--- config.mk ---
export PLATFORM = sky130hd
export DESIGN_NAME = imem_port_ctrl_flat
export DESIGN_NICKNAME = d
export VERILOG_FILES = /design/src/rtl/imem_port_ctrl_if.sv /design/src/rtl/imem_port_ctrl.sv /design/src/flat_wrapper.sv
export SDC_FILE = /design/constraint.sdc
export NUM_CORES = 1
export LEC_CHECK = 0
export CAP_MARGIN = 20
export CELL_PAD_IN_SITES_DETAIL_PLACEMENT = 1
export CELL_PAD_IN_SITES_GLOBAL_PLACEMENT = 1
export CORE_ASPECT_RATIO = 0.75
export CORE_MARGIN = 2
export CORE_UTILIZATION = 36
export DETAILED_ROUTE_END_ITERATION = 7
export PLACE_DENSITY_LB_ADDON = 0.08
export SYNTH_ARGS = -nofsm -noshare
export SYNTH_HDL_FRONTEND = slang
export SYNTH_SLANG_ARGS = --single-unit
--- constraint.sdc ---
create_clock -name clk -period 2.7 [get_ports clk]
set_input_delay 0.405 -clock clk [delete_from_list [all_inputs] [get_ports clk]]
set_output_delay 0.405 -clock clk [all_outputs]
set_load 0.05 [all_outputs]
--- src/rtl/imem_port_ctrl_if.sv ---
// Bus bundle between the instruction-RAM port controller and its clients:
// fetch requester, boot loader and the byte-wide synchronous RAM.
interface imem_port_ctrl_if #(
  parameter int ADDR_W = 8
);
  logic              boot;
  logic              f_req;
  logic [31:0]       f_addr;
  logic              f_valid;
  logic [31:0]       f_rdata;
  logic              f_err;
  logic              l_req;
  logic [ADDR_W-1:0] l_addr;
  logic [7:0]        l_wdata;
  logic              l_ack;
  logic [ADDR_W-1:0] mem_addr;
  logic              mem_we;
  logic [7:0]        mem_wdata;
  logic [7:0]        mem_rdata;
  logic              busy;

  // Controller side: serves requests, drives the RAM port.
  modport slave (
    input  boot, f_req, f_addr, l_req, l_addr, l_wdata, mem_rdata,
    output f_valid, f_rdata, f_err, l_ack, mem_addr, mem_we, mem_wdata, busy
  );

  // Environment side: requesters plus RAM.
  modport master (
    output boot, f_req, f_addr, l_req, l_addr, l_wdata, mem_rdata,
    input  f_valid, f_rdata, f_err, l_ack, mem_addr, mem_we, mem_wdata, busy
  );
endinterface

--- src/rtl/imem_port_ctrl.sv ---
// Instruction-RAM port sequencer: splits 32-bit fetches into four byte reads,
// serves boot-loader byte writes, and round-robins the single RAM port.
module imem_port_ctrl #(
  parameter int ADDR_W = 8
) (
  input  logic            clk,
  input  logic            reset_n,
  imem_port_ctrl_if.slave bus
);

  typedef enum logic [2:0] {
    IDLE  = 3'd0,
    FETCH = 3'd1,
    WAIT  = 3'd2,
    RESP  = 3'd3,
    WRITE = 3'd4
  } state_t;

  state_t            state;
  state_t            state_nxt;
  logic [1:0]        cnt;
  logic [1:0]        cap;
  logic              last_fetch;
  logic              err;
  logic [31:0]       rdata;
  logic [ADDR_W-1:0] base;
  logic [ADDR_W-1:0] wr_addr;
  logic [7:0]        wr_data;
  logic [7:0]        byte0;
  logic [7:0]        byte1;
  logic [7:0]        byte2;
  logic              grant_f;
  logic              grant_l;
  logic              addr_ok;
  logic              capture;

  // Word-aligned and all four bytes inside the RAM.
  function automatic logic fetch_in_range(input logic [31:0] a);
    logic [32:0] lim;
    lim = (33'd1 << ADDR_W) - 33'd4;
    return (a[1:0] == 2'b00) && ({1'b0, a} <= lim);
  endfunction

  assign addr_ok = fetch_in_range(bus.f_addr);

  // Read data for address base+k arrives one cycle after it was driven.
  assign capture = ((state == FETCH) && (cnt != 2'd0)) || (state == WAIT);

  always_comb begin
    grant_f = 1'b0;
    grant_l = 1'b0;
    if (state == IDLE) begin
      if (bus.boot) begin
        grant_l = bus.l_req;
      end else if (bus.f_req && bus.l_req) begin
        grant_f = !last_fetch;
        grant_l = last_fetch;
      end else begin
        grant_f = bus.f_req;
        grant_l = bus.l_req;
      end
    end
  end

  // State register
  always_ff @(posedge clk or negedge reset_n) begin
    if (!reset_n) begin
      state <= IDLE;
    end else begin
      state <= state_nxt;
    end
  end

  // Next-state logic
  always_comb begin
    state_nxt = state;
    case (state)
      IDLE: begin
        if (grant_f) begin
          state_nxt = addr_ok ? FETCH : RESP;
        end else if (grant_l) begin
          state_nxt = WRITE;
        end
      end
      FETCH:   if (cnt == 2'd3) state_nxt = WAIT;
      WAIT:    state_nxt = RESP;
      RESP:    state_nxt = IDLE;
      WRITE:   state_nxt = IDLE;
      default: state_nxt = IDLE;
    endcase
  end

  // Control registers and the response word
  always_ff @(posedge clk or negedge reset_n) begin
    if (!reset_n) begin
      cnt        <= 2'd0;
      cap        <= 2'd0;
      last_fetch <= 1'b0;
      err        <= 1'b0;
      rdata      <= '0;
    end else begin
      if (grant_f) begin
        last_fetch <= 1'b1;
        cnt        <= 2'd0;
        cap        <= 2'd0;
        err        <= !addr_ok;
        if (!addr_ok) rdata <= '0;
      end else if (grant_l) begin
        last_fetch <= 1'b0;
      end
      if (state == FETCH) cnt <= cnt + 2'd1;
      if (capture) cap <= cap + 2'd1;
      if (state == WAIT) rdata <= {bus.mem_rdata, byte2, byte1, byte0};
    end
  end

  // Request latches and byte lanes carry no reset; they are only observed
  // in the states that loaded them.
  always_ff @(posedge clk) begin
    if (grant_f) base <= bus.f_addr[ADDR_W-1:0];
    if (grant_l) begin
      wr_addr <= bus.l_addr;
      wr_data <= bus.l_wdata;
    end
    if ((state == FETCH) && (cnt != 2'd0)) begin
      case (cap)
        2'd0:    byte0 <= bus.mem_rdata;
        2'd1:    byte1 <= bus.mem_rdata;
        default: byte2 <= bus.mem_rdata;
      endcase
    end
  end

  // Output decode
  always_comb begin
    bus.f_valid   = (state == RESP);
    bus.f_err     = (state == RESP) && err;
    bus.l_ack     = (state == WRITE);
    bus.busy      = (state != IDLE);
    bus.mem_addr  = '0;
    bus.mem_we    = 1'b0;
    bus.mem_wdata = '0;
    case (state)
      FETCH: bus.mem_addr = base + ADDR_W'(cnt);
      WRITE: begin
        bus.mem_addr  = wr_addr;
        bus.mem_we    = 1'b1;
        bus.mem_wdata = wr_data;
      end
      default: ;
    endcase
  end

  assign bus.f_rdata = rdata;

endmodule

--- src/flat_wrapper.sv ---
// flat-port wrapper written by rule: the top's interface ports become plain ports
module imem_port_ctrl_flat 
#(
  parameter int ADDR_W = 8
)
  (clk, reset_n, bus_boot, bus_f_req, bus_f_addr, bus_l_req, bus_l_addr, bus_l_wdata, bus_mem_rdata, bus_f_valid, bus_f_rdata, bus_f_err, bus_l_ack, bus_mem_addr, bus_mem_we, bus_mem_wdata, bus_busy);
  imem_port_ctrl_if #(.ADDR_W(ADDR_W)) bus_i ();
  input  logic clk;
  input  logic reset_n;
  input wire logic [$bits(bus_i.boot)-1:0] bus_boot;
  input wire logic [$bits(bus_i.f_req)-1:0] bus_f_req;
  input wire logic [$bits(bus_i.f_addr)-1:0] bus_f_addr;
  input wire logic [$bits(bus_i.l_req)-1:0] bus_l_req;
  input wire logic [$bits(bus_i.l_addr)-1:0] bus_l_addr;
  input wire logic [$bits(bus_i.l_wdata)-1:0] bus_l_wdata;
  input wire logic [$bits(bus_i.mem_rdata)-1:0] bus_mem_rdata;
  output wire logic [$bits(bus_i.f_valid)-1:0] bus_f_valid;
  output wire logic [$bits(bus_i.f_rdata)-1:0] bus_f_rdata;
  output wire logic [$bits(bus_i.f_err)-1:0] bus_f_err;
  output wire logic [$bits(bus_i.l_ack)-1:0] bus_l_ack;
  output wire logic [$bits(bus_i.mem_addr)-1:0] bus_mem_addr;
  output wire logic [$bits(bus_i.mem_we)-1:0] bus_mem_we;
  output wire logic [$bits(bus_i.mem_wdata)-1:0] bus_mem_wdata;
  output wire logic [$bits(bus_i.busy)-1:0] bus_busy;
  assign bus_i.boot = bus_boot;
  assign bus_i.f_req = bus_f_req;
  assign bus_i.f_addr = bus_f_addr;
  assign bus_i.l_req = bus_l_req;
  assign bus_i.l_addr = bus_l_addr;
  assign bus_i.l_wdata = bus_l_wdata;
  assign bus_i.mem_rdata = bus_mem_rdata;
  assign bus_f_valid = bus_i.f_valid;
  assign bus_f_rdata = bus_i.f_rdata;
  assign bus_f_err = bus_i.f_err;
  assign bus_l_ack = bus_i.l_ack;
  assign bus_mem_addr = bus_i.mem_addr;
  assign bus_mem_we = bus_i.mem_we;
  assign bus_mem_wdata = bus_i.mem_wdata;
  assign bus_busy = bus_i.busy;
  imem_port_ctrl #(.ADDR_W(ADDR_W)) u_core (.clk(clk), .reset_n(reset_n), .bus(bus_i));
endmodule
# Word level (Yosys, flattened, before mapping)
# Cells that the tools add are included.
dict set report totals {
  wordCells 70
  in_bits 61
  regBits 89
  out_inout_bits 53
}
dict set report classes {
  n_mux 22
  bitwise 1
  n_eq_ne 9
  n_reduce_logical 22
  addsub 3
  magnitude_cmp 1
}
# op n
set op_table {}
lappend op_table {{two-way mux 32 bit} 3}
lappend op_table {{<= comparator 32 x 8 -> 1 bit (second input constant)} 1}
lappend op_table {{one-hot mux 8 bit (2 select lines)} 1}
lappend op_table {{AND reduction 2 bit} 5}
lappend op_table {{nonzero test 2 bit} 5}
lappend op_table {{two-way mux 1 bit} 9}
lappend op_table {{two-way mux 3 bit} 3}
lappend op_table {{one-hot mux 3 bit (3 select lines)} 1}
lappend op_table {{adder 8 x 2 -> 8 bit} 1}
lappend op_table {{two-way mux 2 bit} 4}
lappend op_table {{two-way mux 8 bit} 1}
lappend op_table {{equality test 3 x 2 -> 1 bit (second input constant)} 2}
lappend op_table {{adder 2 x 1 -> 2 bit (second input constant)} 2}
lappend op_table {{logical AND 1 bit} 4}
lappend op_table {{zero test 2 bit} 2}
lappend op_table {{equality test 3 x 1 -> 1 bit (second input constant)} 1}
lappend op_table {{equality test 3 bit (second input constant)} 1}
lappend op_table {{zero test 3 bit} 1}
lappend op_table {{!= test 3 x 1 -> 1 bit (second input constant)} 1}
lappend op_table {{nonzero test 3 bit} 1}
lappend op_table {{equality test 2 x 1 -> 1 bit (second input constant)} 1}
lappend op_table {{equality test 2 bit (second input constant)} 1}
lappend op_table {{zero test 1 bit} 2}
lappend op_table {{!= test 2 x 1 -> 1 bit (second input constant)} 1}
lappend op_table {{other kinds (4)} 4}

# Longest topological paths before layout
# Gate-level depths: netlist of the first run.
dict set report depth {
  ltp_word 7
  ltp_mapped 6
  mapped_depth_nobuf 5
}

# Worst setup path before layout of the first run
# Ideal clock, no wire load.
dict set report synth_path {
  kind {flip-flop to output port}
  startpoint {register u_core.cnt[0]}
  endpoint {output bus_mem_addr[4]}
  t_arrival_ns 2.262
  required_ns 2.295
  stages_incl_launch_ff 6
  setup_slack_ns 0.033
  path_cell_list {dfrtp_1 -> ha_1 -> fa_1 -> nand3_1 -> xor2_1 -> o21ai_0}
}
dict set report synth_via {
  elab_chain_len 2
}
# item line
set synth_lines {}
lappend synth_lines {{from (decl)} imem_port_ctrl.sv:21} ;# logic [1:0] cnt;
lappend synth_lines {{from (signal assigned)} imem_port_ctrl.sv:111} ;# if (state == FETCH) cnt <= cnt + 2'd1;
lappend synth_lines {{adder 8 x 2 -> 8 bit} imem_port_ctrl.sv:144} ;# FETCH: bus.mem_addr = base + ADDR_W'(cnt);
lappend synth_lines {{one-hot mux 8 bit (2 select lines)} imem_port_ctrl.sv:143} ;# case (state)
lappend synth_lines {{to (decl)} flat_wrapper.sv:21} ;# output wire logic [$bits(bus_i.mem_addr)-1:0] bus_mem_addr;
# Every way passes these cells.

# Worst setup path after layout of the first run
# Same ends and word-level chain as after synthesis.

==> results of run 1 <==
## metal layers
| layer | vias to the layer above | global-route usage | share of wire |
|---|---|---|---|
| met5 | - | 0 | 0 |
| met3 | 10 | 0.0559 | 0.054 |
| li1 | 1263 | - | - |
| met2 | 76 | 0.290 | 0.47 |
| met4 | 0 | 0.0494 | 0.010 |
| met1 | 1320 | 0.245 | 0.47 |
## registers in the layout (all words and copies together), names as in the netlist
signal,count
u_core.bus.f_rdata,32
u_core.base,8
u_core.byte0,8
u_core.byte1,8
u_core.byte2,8
u_core.wr_addr,8
u_core.wr_data,8
u_core.state,3
u_core.cap,2
u_core.cnt,2
u_core.err,1
u_core.last_fetch,1
## where the power goes
group	internal [mW]	switching, mW	total [mW]
registers	1.88	0.241	2.12
clock network	0.834	0.502	1.34
logic	1.14	1.96	3.10
## cells by family after synthesis
| group | Yosys count | synth area share |
|---|---|---|
| xor+xnor | 6 | 0.0144 |
| fa+ha+maj | 7 | 0.0260 |
| compound gates | 52 | 0.0817 |
| buf+inv | 23 | 0.0390 |
| flops | 89 | 0.674 |
| simple gates | 117 | 0.165 |
## critical path: cells and delay by family, from the launching register on
kind	cells	cell delay (ns)
adders and majority gates	2	0.69
DFF	1	0.43
AOI/OAI and AO/OA	1	0.30
buffers and inverters	1	0.18
and+or+nand+nor	1	0.12
xor gates and xnor gates	1	0.08
## stage by stage
step	std cells	utilization
2_1_floorplan	294	-
3_5_place_dp	532	0.513
3_3_place_gp	532	0.513
4_1_cts	548	0.546
5_1_grt	548	0.546
6_report	548	0.546
## cell type report
class,count,area [sq um],share of cell area
Clock inverter,5,78.8,0.0148
Sequential cell,89,2470,0.462
Multi-Input combinational cell,182,1050,0.198
Timing Repair Buffer,122,1300,0.244
Tap cell,132,165,0.0309
Clock buffer,11,243,0.0455
Inverter,7,26.3,0.00492
## path summary, 6_finish.rpt
path	slack, ns	from	cells after the start	to
max	0.15	u_core.cnt[0]	6	bus_mem_addr[4]
min	0.22	reset_n	1	u_core.bus.f_rdata[18]
max reg2reg	0.51	u_core.state[2]	5	u_core.bus.f_rdata[16]
min reg2reg	0.48	u_core.err	1	u_core.err
max in group asynchronous	1.89	reset_n	1	u_core.bus.f_rdata[25]
min in group clk	0.48	u_core.err	1	u_core.err
## synth_stat cells (3+ instances only)
library cell,instances
and3_1,12
nor4_1,7
buf_6,4
ha_1,6
o21ai_0,9
dfrtp_1,41
nor3b_1,3
buf_2,6
a21oi_1,33
nand3_1,3
nand2_1,74
inv_1,7
edfxtp_1,48
xor2_1,4
buf_4,5
==> impl_metrics.toml, run 1 <==
[clocking]
cts_tree = "yes"
max-clock-path-buffers = 2
path_clk_slew_ns = 0.06
post-cts-setup-buffers = 0
worst_skew_pair.late_latency_ns = 0.34
hold_buffers = 0
post_cts_resized = 0
clock_sinks = 89
cts_max_level = 3
cts_buffers = 9
cts_root_buf = "clkbuf_16"

[routing]
detail-route-antenna-nets = 0
wl_per_cell_um = 17.1
drt_iter0_drc = 99
vias = 2669
routed_wl_um = 9350
avgViaCountPerCell = 4.87
drc = 0
firstDrtPassIters = 4

[worst_hold_path]
hp-class = "in2async"

[cells_and_area]
diodes = 0
nets = 479
fin_area_sq_um = 5340
syn_to_final_growth_pct = 45.9
final_cell_mix = "clkdlybuf4s50_1 (95), nand2_1 (74), edfxtp_1 (48), dfrtp_1 (41), a21oi_1 (33)"
layout_commonest_cell = "clkdlybuf4s50_1"
drive_gt1_frac = 0.118
n_fill_cell = 1041

[die]
dieHeight_um = 91.3
core_area_sq_um = 9770
pin_count = 114
rows = 31
dieArea_sq_um = 11000
die_w_um = 120
start_util = 0.374

[synthesis]
synth_edf_count = 48
postSynthAreaPerCell_sq_um = 12.4
synth_seq_cells = 89
netlist_area_sq_um = 3660
synth_largest_area_cell = "edfxtp_1"
synth_fp_nets = 362
synthCells = 294
seq_area_frac_synth = 0.674
async_flop_share = 0.461
ys_warn_count = 0
synthFlopType = "edfxtp_1"
synth_top_area_share = 0.394
yosys-top-cells-area = "edfxtp_1 (39%), dfrtp_1 (28%), nand2_1 (7.6%)"
ys_types = 40

[worst_setup_path]
worst-path-max-fanout = 5
crit_type = "reg2out"
cpMaxStageDelayCell = "fa_1"
end_kind = "primary output"
required_ns = 2.30
cp_cell_sequence = "ha_1 > fa_1 > nand3_1 > xor2_1 > o21ai_0 > buf_12"
start_kind = "flip-flop"
critPathMaxStageDelay_ns = 0.45
cp.arrival_ns = 2.14

[sta]
fin_skew_ns = 0.00546
report.final.hold_viol_count = 0
worst_pin_slew_ns = 0.972
hold_slack_ns = 0.216
max_slew_margin = 0.352
slew_viol_final = 0
max_freq_mhz = 392
tns_ns = 0
rsz0062_at_grt = "false"
min_period_ns = 2.55
post-route-period-util = 0.944
worst_slack_ns = 0.152
setup_viol = 0

[global_routing]
track_usage = 0.183
grt_pass1_wl_um = 15400
grt_max_degree = 42
antenna_found_initial = 0
grt_pass1_vias = 2922
grt-ovfl-total = 0

[pwr]
vdd_drop_max_v = 0.000744
power_mw = 6.56
power_density_nw_per_um2 = 1230
power.leakage_nw = 2.11

[run_status]
outcome = "finished, final reports clean"

[placed_design]
gp_congestion = 0.690
place_hpwl_um = 6740
pre_cts_slack_ns = 0.427
place_area_sq_um = 5010
numPortBuffers = 113

[run]
maxCapViolations = 0
(Power assumes the default switching activity.)
==> run 2, diff against run 1 <==
--- a/config.mk
+++ b/config.mk
@@ -13,6 +13,8 @@
 export CORE_UTILIZATION = 36
 export DETAILED_ROUTE_END_ITERATION = 7
 export PLACE_DENSITY_LB_ADDON = 0.08
+export SKIP_CTS_REPAIR_TIMING = 1
+export SLEW_MARGIN = 10
 export SYNTH_ARGS = -nofsm -noshare
 export SYNTH_HDL_FRONTEND = slang
 export SYNTH_SLANG_ARGS = --single-unit
==> results of run 2 <==
Final layout, timing and power as in run 1 (identical DEF).
==> run 3, diff against run 2 <==
--- a/config.mk
+++ b/config.mk
@@ -11,7 +11,9 @@
 export CORE_ASPECT_RATIO = 0.75
 export CORE_MARGIN = 2
 export CORE_UTILIZATION = 36
+export CTS_BUF_LIST = sky130_fd_sc_hd__clkbuf_16
 export DETAILED_ROUTE_END_ITERATION = 7
+export MAX_ROUTING_LAYER = met4
 export PLACE_DENSITY_LB_ADDON = 0.08
 export SKIP_CTS_REPAIR_TIMING = 1
 export SLEW_MARGIN = 10
==> constraint.sdc (replaced) <==
create_clock -name clk -period 2.5 [get_ports clk]
set_input_delay 0.375 -clock clk [delete_from_list [all_inputs] [get_ports clk]]
set_output_delay 0.375 -clock clk [all_outputs]
set_load 0.05 [all_outputs]
==> impl_metrics.toml, run 3 (synthesis gave the netlist of run 1 again) <==
[global_routing]
use_met3 = 0.0553
grt_pass1_wl_um = 14800
grt-ovfl-total = 0
grt_busiest_layer = "met2"
grtUsageMet1 = 0.247
track_usage = 0.181
grt_max_degree = 42
antenna_found_initial = 0
met2_usage = 0.264
grt_pass1_vias = 2882

[worst_setup_path]
rr_endpoint = "u_core.bus.f_rdata[27]"
worst-path-max-fanout = 5
crit_type = "reg2out"
worst-r2r-cell-count = 4
required_ns = 2.12
cp.arrival_ns = 2.05
start_kind = "flip-flop"
end_kind = "primary output"
r2r_slack_ns = 0.47
r2r_start = "u_core.state[0]"

[clocking]
clock_sinks = 89
max-clock-path-buffers = 2
cts_tree = "yes"
cts_root_buf = "clkbuf_16"
path_clk_slew_ns = 0.06
cts_buffers = 9
cts_max_level = 3
worst_skew_pair.late_latency_ns = 0.33

[die]
dieHeight_um = 91.3
start_util = 0.374
core_area_sq_um = 9770
die_w_um = 120
rows = 31
pin_count = 114
dieArea_sq_um = 11000

[pwr]
power_density_nw_per_um2 = 1320
power.leakage_nw = 2.11
vdd_drop_max_v = 0.000649
power_mw = 7.01

[placed_design]
pre_cts_slack_ns = 0.240
place_hpwl_um = 6310
gp_congestion = 0.728
numPortBuffers = 113
place_area_sq_um = 4980

[run_status]
outcome = "finished with violations"
violations = "negative hold slack"

[cells_and_area]
fin_area_sq_um = 5320
final_cell_mix = "clkdlybuf4s50_1 (93), nand2_1 (74), edfxtp_1 (48), dfrtp_1 (41), a21oi_1 (33)"
layout_commonest_cell = "clkdlybuf4s50_1"
postLayoutCoreUtil = 0.544
diodes = 0
largest_register_ffs = 32
syn_to_final_growth_pct = 45.3
multiInputGateArea_sq_um = 1050
nets = 480
drive_gt1_frac = 0.120
regArea_sq_um = 2470
n_fill_cell = 1048

[routing]
vias = 2684
wl_per_cell_um = 16.6
drc = 0
detail-route-antenna-nets = 0
avgViaCountPerCell = 4.89
routed_wl_um = 9130
drt_iter0_drc = 131
firstDrtPassIters = 4

[sta]
rsz0062_at_grt = "true"
setup_viol = 0
worst_slack_ns = 0.0741
slew_viol_final = 0
max_freq_mhz = 412
hold_slack_ns = -0.0101
max_slew_margin = 0.389
min_period_ns = 2.43
fin_skew_ns = 0.00429
report.final.hold_viol_count = 10
post-route-period-util = 0.970
worst_pin_slew_ns = 0.914

[run]
maxCapViolations = 0

[worst_hold_path]
hp-class = "in2async"
## run 3: cell count changes in the layout (fill, tap and decap cells not counted), moves of 2 or more
cell / delta
buf_4: +4
inv_1: +2
clkinv_2: -2
o21ai_0: -6
clkdlybuf4s50_1: -2
o21ai_1: +6
## run 3: report_power, final
part	internal, mW	switching, mW
clock network	0.866	0.542
registers	2.03	0.260
logic	1.22	2.10
total	4.11	2.90
## run 3: worst max-delay path by stage
stage,start,end,slack (ns),depth (start not counted)
after detailed placement,bus_f_addr[0],u_core.bus.f_rdata[11],0.24,5
after CTS,u_core.base[1],bus_mem_addr[7],-0.03,6
after global routing,u_core.base[1],bus_mem_addr[5],-0.05,6
final,u_core.cnt[0],bus_mem_addr[6],0.07,6
after global placement,bus_f_addr[1],u_core.bus.f_rdata[13],0.35,5
after floorplan,u_core.state[2],bus_mem_addr[3],-0.06,4
## run 3: critical path, stage by stage, from the launching register on
cell     delay [ns]
dfrtp_1        0.43
ha_1           0.24
fa_1           0.46
nand3_1        0.13
xor2_1         0.08
o21ai_1        0.21
buf_12         0.17
## run 3: cell type report
cell class                 instances  area share
clock buffer                       9      0.0424
clock inverter                     7      0.0165
multi-input combinational        182       0.198
inverter                           7     0.00494
sequential                        89       0.464
tap                              132      0.0311
timing repair buffer             123       0.243
## run 3: stage by stage
step | TNS, ns | cells
5_1_grt | -0.192 | 549
3_5_place_dp | 0 | 532
4_1_cts | -0.0393 | 548
6_report | 0 | 549
2_1_floorplan | -0.183 | 294
3_3_place_gp | 0 | 532
## run 3: per-layer routing
layer / part of all wire / vias up / wire length, um
li1: - / 1268 / -
met1: 0.46 / 1340 / 4170
met2: 0.48 / 68 / 4390
met3: 0.051 / 8 / 466
met4: 0.010 / 0 / 95
met5: 0 / - / 0
